### src/rtl/span_rasterizer.sv
// span_rasterizer: expands horizontal span commands into per-pixel fragments
// for the rasterizer-to-writer FIFO, with Z stepped by a per-pixel increment.
// A flush command emits the all-ones flush token.
// Optional build macro SPAN_RAST_ZSAT_EN: Z stepping saturates at 0 and
// 32'hFFFF_FFFF instead of wrapping modulo 2^32.
`timescale 1ns/1ps

module span_rasterizer #(
    parameter int RAST_FBW_FIFO_LEN = 96,
    parameter int LINE_LEN          = 9,
    parameter int COL_LEN           = 10,
    parameter int MAX_COL           = 639,
    parameter int MAX_LINE          = 479
) (
    input  logic                           PLB_clk,
    input  logic                           reset,
    input  logic                           cmd_valid,
    output logic                           cmd_ready,
    input  logic                           cmd_flush,
    input  logic [LINE_LEN-1:0]            cmd_line,
    input  logic [COL_LEN-1:0]             cmd_x0,
    input  logic [COL_LEN-1:0]             cmd_x1,
    input  logic [31:0]                    cmd_color,
    input  logic [31:0]                    cmd_z0,
    input  logic [31:0]                    cmd_dz,
    output logic [0:RAST_FBW_FIFO_LEN-1]   fifo_data,
    output logic                           fifo_wr_en,
    input  logic                           fifo_full,
    output logic                           busy
);

    typedef enum logic [1:0] {IDLE, SPAN, FLUSH} state_t;

    localparam logic [COL_LEN-1:0]  MAX_COL_C  = COL_LEN'(MAX_COL);
    localparam logic [LINE_LEN-1:0] MAX_LINE_C = LINE_LEN'(MAX_LINE);

    state_t              state_reg,   state_next;
    logic [LINE_LEN-1:0] line_reg,    line_next;
    logic [COL_LEN-1:0]  cur_col_reg, cur_col_next;
    logic [COL_LEN-1:0]  end_col_reg, end_col_next;
    logic [31:0]         color_reg,   color_next;
    logic [31:0]         cur_z_reg,   cur_z_next;
    logic [31:0]         dz_reg,      dz_next;

    logic [31:0]         z_step;
    logic                cmd_drop;
    logic [0:RAST_FBW_FIFO_LEN-1] fragment;

    // Handshake and write strobe depend only on state and FIFO full, so a
    // full flag arriving in the same cycle suppresses the pending write.
    assign cmd_ready  = (state_reg == IDLE);
    assign busy       = (state_reg != IDLE);
    assign fifo_wr_en = (state_reg != IDLE) && !fifo_full;

    // Line and column are zero-extended into 16-bit fields, so a fragment can
    // never collide with the all-ones flush token.
    assign fragment  = {16'(line_reg), 16'(cur_col_reg), color_reg, cur_z_reg};
    assign fifo_data = (state_reg == FLUSH) ? '1 : fragment;

    // Spans that start past the right edge, run backwards or sit below the
    // last visible line are consumed without producing fragments.
    assign cmd_drop = (cmd_x0 > cmd_x1) || (cmd_x0 > MAX_COL_C) || (cmd_line > MAX_LINE_C);

`ifdef SPAN_RAST_ZSAT_EN
    logic [32:0] z_sum;

    // Saturating Z step: a carry out of the sign-extended add means overflow
    // for a positive dz and a negative result for a negative dz.
    always_comb begin
        z_sum  = {1'b0, cur_z_reg} + {dz_reg[31], dz_reg};
        z_step = z_sum[31:0];
        if (z_sum[32]) begin
            z_step = dz_reg[31] ? 32'h0000_0000 : 32'hFFFF_FFFF;
        end
    end
`else
    // Wrapping Z step, modulo 2^32.
    always_comb begin
        z_step = cur_z_reg + dz_reg;
    end
`endif

    // State and span registers; reset aborts any span in progress.
    always_ff @(posedge PLB_clk) begin
        if (reset) begin
            state_reg   <= IDLE;
            line_reg    <= '0;
            cur_col_reg <= '0;
            end_col_reg <= '0;
            color_reg   <= '0;
            cur_z_reg   <= '0;
            dz_reg      <= '0;
        end else begin
            state_reg   <= state_next;
            line_reg    <= line_next;
            cur_col_reg <= cur_col_next;
            end_col_reg <= end_col_next;
            color_reg   <= color_next;
            cur_z_reg   <= cur_z_next;
            dz_reg      <= dz_next;
        end
    end

    // Next-state logic: accept in IDLE, step one pixel per write in SPAN,
    // emit a single token in FLUSH; everything holds while the FIFO is full.
    always_comb begin
        state_next   = state_reg;
        line_next    = line_reg;
        cur_col_next = cur_col_reg;
        end_col_next = end_col_reg;
        color_next   = color_reg;
        cur_z_next   = cur_z_reg;
        dz_next      = dz_reg;
        case (state_reg)
            IDLE: begin
                if (cmd_valid) begin
                    if (cmd_flush) begin
                        state_next = FLUSH;
                    end else begin
                        line_next    = cmd_line;
                        cur_col_next = cmd_x0;
                        end_col_next = (cmd_x1 > MAX_COL_C) ? MAX_COL_C : cmd_x1;
                        color_next   = cmd_color;
                        cur_z_next   = cmd_z0;
                        dz_next      = cmd_dz;
                        state_next   = cmd_drop ? IDLE : SPAN;
                    end
                end
            end
            SPAN: begin
                if (!fifo_full) begin
                    if (cur_col_reg == end_col_reg) begin
                        state_next = IDLE;
                    end else begin
                        cur_col_next = cur_col_reg + 1'b1;
                        cur_z_next   = z_step;
                    end
                end
            end
            FLUSH: begin
                if (!fifo_full) begin
                    state_next = IDLE;
                end
            end
            default: state_next = IDLE;
        endcase
    end

endmodule

### config.mk
export PLATFORM = sky130hd
export DESIGN_NAME = span_rasterizer
export DESIGN_NICKNAME = d
export VERILOG_FILES = /design/src/rtl/span_rasterizer.sv
export SDC_FILE = /design/constraint.sdc
export NUM_CORES = 1
export LEC_CHECK = 0
export CAP_MARGIN = 5
export CORE_MARGIN = 2
export CORE_UTILIZATION = 50
export DETAILED_ROUTE_END_ITERATION = 6
export HOLD_SLACK_MARGIN = 0.1
export PLACE_DENSITY_LB_ADDON = 0.15
export SLEW_MARGIN = 20
export SYNTH_ARGS = -nofsm -noshare
export SYNTH_HDL_FRONTEND = slang
export SYNTH_SLANG_ARGS = --single-unit
### constraint.sdc
create_clock -name PLB_clk -period 7.45 [get_ports PLB_clk]
set_input_delay 0.745 -clock PLB_clk [delete_from_list [all_inputs] [get_ports PLB_clk]]
set_output_delay 0.745 -clock PLB_clk [all_outputs]
set_load 0.01 [all_outputs]
# Yosys cells after proc, flatten, opt, wreduce, memory -nomap -nowiden

Cells that the tools add are included.

Multiplexer cells: 19
Bitwise logic cells: 1
Equality and inequality tests: 9
Magnitude comparators: 4
Reductions and logical operators: 10
Add/subtract/negate cells: 2

Operators with widths:

| kind                                                  | number |
|---|---|
| two-way mux 32 bit                                    | 4 |
| two-way mux 96 bit                                    | 1 |
| case mux 32 bit (2 select lines)                      | 1 |
| two-way mux 10 bit                                    | 5 |
| adder 32 bit                                          | 1 |
| greater-than comparator 10 bit, second input constant | 2 |
| case mux 10 bit (2 select lines)                      | 1 |
| inequality test 2 bit, second input constant          | 6 |
| adder 10 x 1 -> 10 bit, second input constant         | 1 |
| == test 10 bit                                        | 1 |
| greater-than comparator 10 bit                        | 1 |
| two-way mux 2 bit                                     | 5 |
| greater-than comparator 9 bit, second input constant  | 1 |
| case mux 2 bit (3 select lines)                       | 1 |
| AND reduction 5 bit                                   | 1 |
| AND reduction 4 bit                                   | 1 |
| nonzero test 2 bit                                    | 2 |
| AND reduction 3 bit                                   | 1 |
| == test 2 x 1 -> 1 bit, second input constant         | 1 |
| == test 2 bit, second input constant                  | 1 |
| logical NOT 2 bit                                     | 1 |
| logical OR 1 bit                                      | 2 |
| logical AND 1 bit                                     | 1 |
| logical NOT 1 bit                                     | 1 |
| 2 further kinds                                       | 2 |

Input bits: 130
Register bits: 127
Output and inout bits: 99
Logic and storage cells: 52

# Logic depth before layout (Yosys ltp)

Word-level depth: 7
Mapped depth: 11
Gate-level depth less buffers: 11

# Least setup slack after synthesis

OpenSTA, ideal clock, no wires.

Path kind: flip-flop to flip-flop
From: reg cur_z_reg[0]
To: reg cur_z_reg[30]
Buffers on the path: 0
Library setup time: 0.095 ns
Data required time: 7.355 ns
Arrival time: 2.738 ns
Clock period less this slack: 2.833 ns
Setup slack: 4.617 ns
Stages on the path, launching flop included: 12
Cells stage by stage: dfxtp_1 > ha_1 > fa_1 > a21o_1 > a221oi_2 > o21bai_2 > o31a_1 > o2111ai_2 > nand4b_1 > a311oi_2 > xor2_1 > a221oi_1

Cells in the longest elaborated chain, start to end: 4

Ends and longest elaborated chain:

| item                             | line | text |
|---|---|---|
| start: declaration               | 42   | `logic [31:0] cur_z_reg, cur_z_next;` |
| start signal: assignment         | 99   | `cur_z_reg <= cur_z_next;` |
| adder 32 bit                     | 79   | `z_step = cur_z_reg + dz_reg;` |
| two-way mux 32 bit               | 132  | `if (cur_col_reg == end_col_reg) begin` |
| two-way mux 32 bit               | 131  | `if (!fifo_full) begin` |
| case mux 32 bit (2 select lines) | 114  | `case (state_reg)` |

No other way between the ends. The select of a mux whose other input is x is not followed.
A chain may end at the register's enable or synchronous reset.

# Worst setup path in the final report

From: in cmd_valid
To: reg cur_z_reg[29]

Cells in the longest elaborated chain, start to end: 2

Ends and longest elaborated chain:

| item                            | line | text |
|---|---|---|
| start: declaration              | 17   | `input logic cmd_valid,` |
| inequality test 2 bit (no line) | --   |  |
| AND reduction 5 bit (no line)   | --   |  |

No other way between the ends.

==> results.py <==
metrics = {
    "die": {
        "die_h_um": 127,
        "initial_core_util_pct": 51.4,
        "boundaryPins": 229,
        "die_w_um": 127,
        "num_rows": 44,
        "core_area_um2": 14600,
        "dieArea_um2": 16000,
    },
    "global_route": {
        "use_met2_pct": 45.4,
        "grt_max_degree": 94,
        "grt_usage_pct": 27.0,
        "grtUsageMet3_pct": 6.83,
        "grt.overflow.total": 0,
        "use_met1_pct": 34.2,
        "grt_pass1_vias": 7232,
        "antenna_found_initial": 0,
        "grt_pass1_wl_um": 35200,
        "grt_most_used_layer": "met2",
    },
    "synth": {
        "synth_top_family_by_area": "simple AND/OR/NAND/NOR gates",
        "synth_area_um2": 7500,
        "synth_area_leader_cell": "dfxtp_1",
        "synth_top_flop_cell": "dfxtp_1",
        "synth_fa_ha_area_share_pct": 7.27,
        "yosys-top-cells-area": "dfxtp_1 (34%), nand2_1 (10%), a21oi_1 (8.3%), nand2b_1 (7.4%), ha_1 (7.0%)",
        "ys_async_sr_fraction_pct": 0,
        "ys.warnings.count": 0,
        "synth_compound_area_share_pct": 20.8,
        "synthXorXnorAreaFrac_pct": 4.20,
        "synth_edf_count": 0,
        "synthCells": 1001,
        "yosys.area.top_type_share_pct": 33.9,
        "ys_types": 65,
        "syn_avg_cell_area_um2": 7.50,
        "syn_nets": 1174,
        "post_synth_and_or_nand_nor_area_fraction_pct": 27.3,
        "ys_seq_area_share_pct": 33.9,
        "ys_ff_latch": 127,
        "synth.mux.area_fraction_pct": 0.534,
    },
    "flow_run": {
        "max_cap_viol_count": 0,
    },
    "power": {
        "p_int_mw": 1.66,
        "p_comb_share_pct": 21.9,
        "power_density_nw_per_um2": 216,
        "p_leak_nw": 4.37,
        "p_seq_share_pct": 33.6,
        "p_sw_mw": 0.587,
        "p_total_mw": 2.25,
        "swShare_pct": 26.2,
        "ir_drop_mv": 0.178,
        "p_clk_share_pct": 44.5,
    },
    "placement": {
        "place_ws_ns": 3.60,
        "gp_congestion": 0.883,
        "dp_hpwl_um": 14500,
        "port_buffers": 228,
    },
    "cts": {
        "clock-sinks": 127,
        "ctsResizeCount": 0,
        "cts_tree": "yes",
        "cts_made_buffers": 17,
        "h-tree-depth": 4,
        "clockBufferDepth": 2,
        "cts_hold_buf": 0,
        "path_clk_slew_ns": 0.06,
        "clock_latency_ns": 0.42,
        "post_cts_buffers": 0,
        "cts-root-buf": "clkbuf_16",
    },
    "hold_path": {
        "worstHoldEndpoint": "color_reg[12]$_SDFFE_PP0P_",
        "min_path_type": "reg -> reg",
        "min_from": "color_reg[12]$_SDFFE_PP0P_",
        "hold_depth": 2,
    },
    "cells_and_area": {
        "nets": 1345,
        "area_growth_pct": 38.8,
        "diodes": 0,
        "n_fill_cell": 1206,
        "drive_gt1_share_pct": 5.06,
    },
    "timing": {
        "fmax_mhz": 285,
        "drv_slew": 0,
        "hold_slack_ns": 0.448,
        "final.setup.tns_ns": 0,
        "layout_setup_ws_ns": 3.94,
        "tightestPinTransition_ns": 0.989,
        "grt_setup_unrepaired": "no",
        "setup_violations": 0,
        "hold_viol": 0,
        "max_slew_margin_pct": 34.1,
        "finClkSkew_ns": 0.00877,
        "min_period_ns": 3.51,
        "fin_crit_sh_pct": 47.1,
    },
    "worst_setup_path": {
        "required_ns": 7.80,
        "crit_path_cell_trace": "clkdlybuf4s50_1 > nor3b_2 > buf_4 > or2_1 > buf_4 > nor2_1 > nor3_1 > nand2_1 > o21ai_0",
        "worstRegToRegCells": 10,
        "startpoint_type": "input port",
        "crit_arrival_ns": 3.86,
        "reg2reg_slack_ns": 3.99,
        "path_max_fanout": 93,
        "cp_slowest_cell": "buf_4",
        "r2r_start": "state_reg[1]$_SDFFE_PP0P_",
        "setup.worst_path.end_class": "flip-flop",
        "cpMostUsedCell": "buf_4",
        "critPathKind": "in -> reg",
        "worstReg2RegEnd": "cur_z_reg[29]$_SDFFE_PP0P_",
        "cp_slowest_stage_delay_ns": 0.75,
    },
    "drt": {
        "via_per_inst": 5.46,
        "ant_nets": 0,
        "totalWireLength_um": 21600,
        "drc": 0,
        "drt_iter0_markers": 541,
        "wl_per_cell_um": 15.8,
        "vias": 7481,
        "drt-pass1-iter-count": 5,
    },
    "status": {
        "status": "complete, no violations",
    },
}
[worst max-delay path, delay by kind of cell]
| family | cells | cell delay, ns |
|---|---|---|
| buf+inv | 3 | 1.71 |
| compound gates | 1 | 0.14 |
| simple gates | 5 | 1.18 |
[cells by family (layout without fill, tap and decap cells)]
group / after synthesis / count (layout)
adder cells (fa/ha/maj): 43 / 43
AO/OA/AOI/OAI: 248 / 248
multiplexers: 4 / 4
XOR/XNOR: 36 / 36
buffers and inverters: 101 / 285
AND/OR/NAND/NOR: 442 / 442
flip-flops: 127 / 127
[per-stage QoR]
step	utilization, %	std cells	area [um^2]
4_1_cts	71.4	1369	10400
6_report	71.4	1369	10400
2_1_floorplan	-	1001	7500
5_1_grt	71.4	1369	10400
3_3_place_gp	66.5	1337	9700
3_5_place_dp	66.5	1337	9700
[layout make-up]
type	instances	area, um^2	area share [%]
Sequential cell	127	2540	24.4
Clock buffer	19	453	4.35
Multi-Input combinational cell	773	4540	43.6
Inverter	20	75.1	0.720
Clock inverter	13	258	2.47
Timing Repair Buffer	233	2320	22.2
Tap cell	184	230	2.21
[power by group through the flow]
stage          clock, mW  sequential, mW  combinational [mW]
3_5_place_dp           0           0.769               0.487
5_1_grt             1.04           0.761               0.537
6_report            1.00           0.755               0.491
2_1_floorplan          0           0.757               0.269
3_3_place_gp           0           0.768               0.481
4_1_cts             1.01           0.755               0.492
[cell usage in the layout, fill, tap and decap left out, drive strengths merged, types with 3 or more instances in the layout]
master         instances
a211oi                16
a21o                  20
a21oi                127
a221oi                 5
a311oi                12
a31oi                  5
and3                   9
buf                    6
bufinv                 7
clkbuf                19
clkdlybuf4s50        227
clkinv                 4
dfxtp                127
ha                    42
inv                   21
mux2i                  4
nand2                207
nand2b                89
nand3                 12
nand4                 10
nor2                  70
nor2b                  4
nor3                  26
o211ai                 5
o21ai                 33
o21bai                 3
o22ai                  6
or2                    3
xnor2                 22
xor2                  14
[cell usage after synthesis, types with 3 or more instances]
cell / number
nand4_1: 10
ha_1: 42
nand2_1: 207
inv_1: 20
a31oi_1: 5
and3_1: 9
nor2b_1: 4
a21o_1: 19
a311oi_1: 11
a221oi_1: 4
o21ai_0: 30
buf_2: 8
a211oi_1: 13
nor2_1: 70
dfxtp_1: 127
buf_4: 13
o22ai_1: 6
a21oi_1: 125
xnor2_1: 22
nand2b_1: 89
clkbuf_1: 51
mux2i_1: 4
a211oi_2: 3
o211ai_1: 4
nand3_1: 12
buf_1: 6
nor3_1: 26
xor2_1: 14
[metal layers]
metal | wire length (um) | part of all wire (%) | up-vias
met2 | 10300 | 48 | 257
met5 | 0 | 0 | -
li1 | - | - | 3748
met4 | 293 | 1.4 | 0
met1 | 9520 | 44 | 3451
met3 | 1510 | 7.0 | 25
[worst max path at each step]
stage	depth (start not counted)	start	slack (ns)	to
after global placement	9	cmd_valid	3.68	cur_z_reg[29]$_SDFFE_PP0P_
after global routing	10	state_reg[1]$_SDFFE_PP0P_	3.70	cur_z_reg[29]$_SDFFE_PP0P_
final	9	cmd_valid	3.94	cur_z_reg[29]$_SDFFE_PP0P_
after CTS	8	state_reg[1]$_SDFFE_PP0P_	3.67	cur_z_reg[29]$_SDFFE_PP0P_
after detailed placement	7	cmd_valid	3.60	cur_z_reg[26]$_SDFFE_PP0P_
after floorplan	11	cur_z_reg[0]$_SDFFE_PP0P_	4.62	cur_z_reg[30]$_SDFFE_PP0P_
Power figures use the tool's default switching activity.
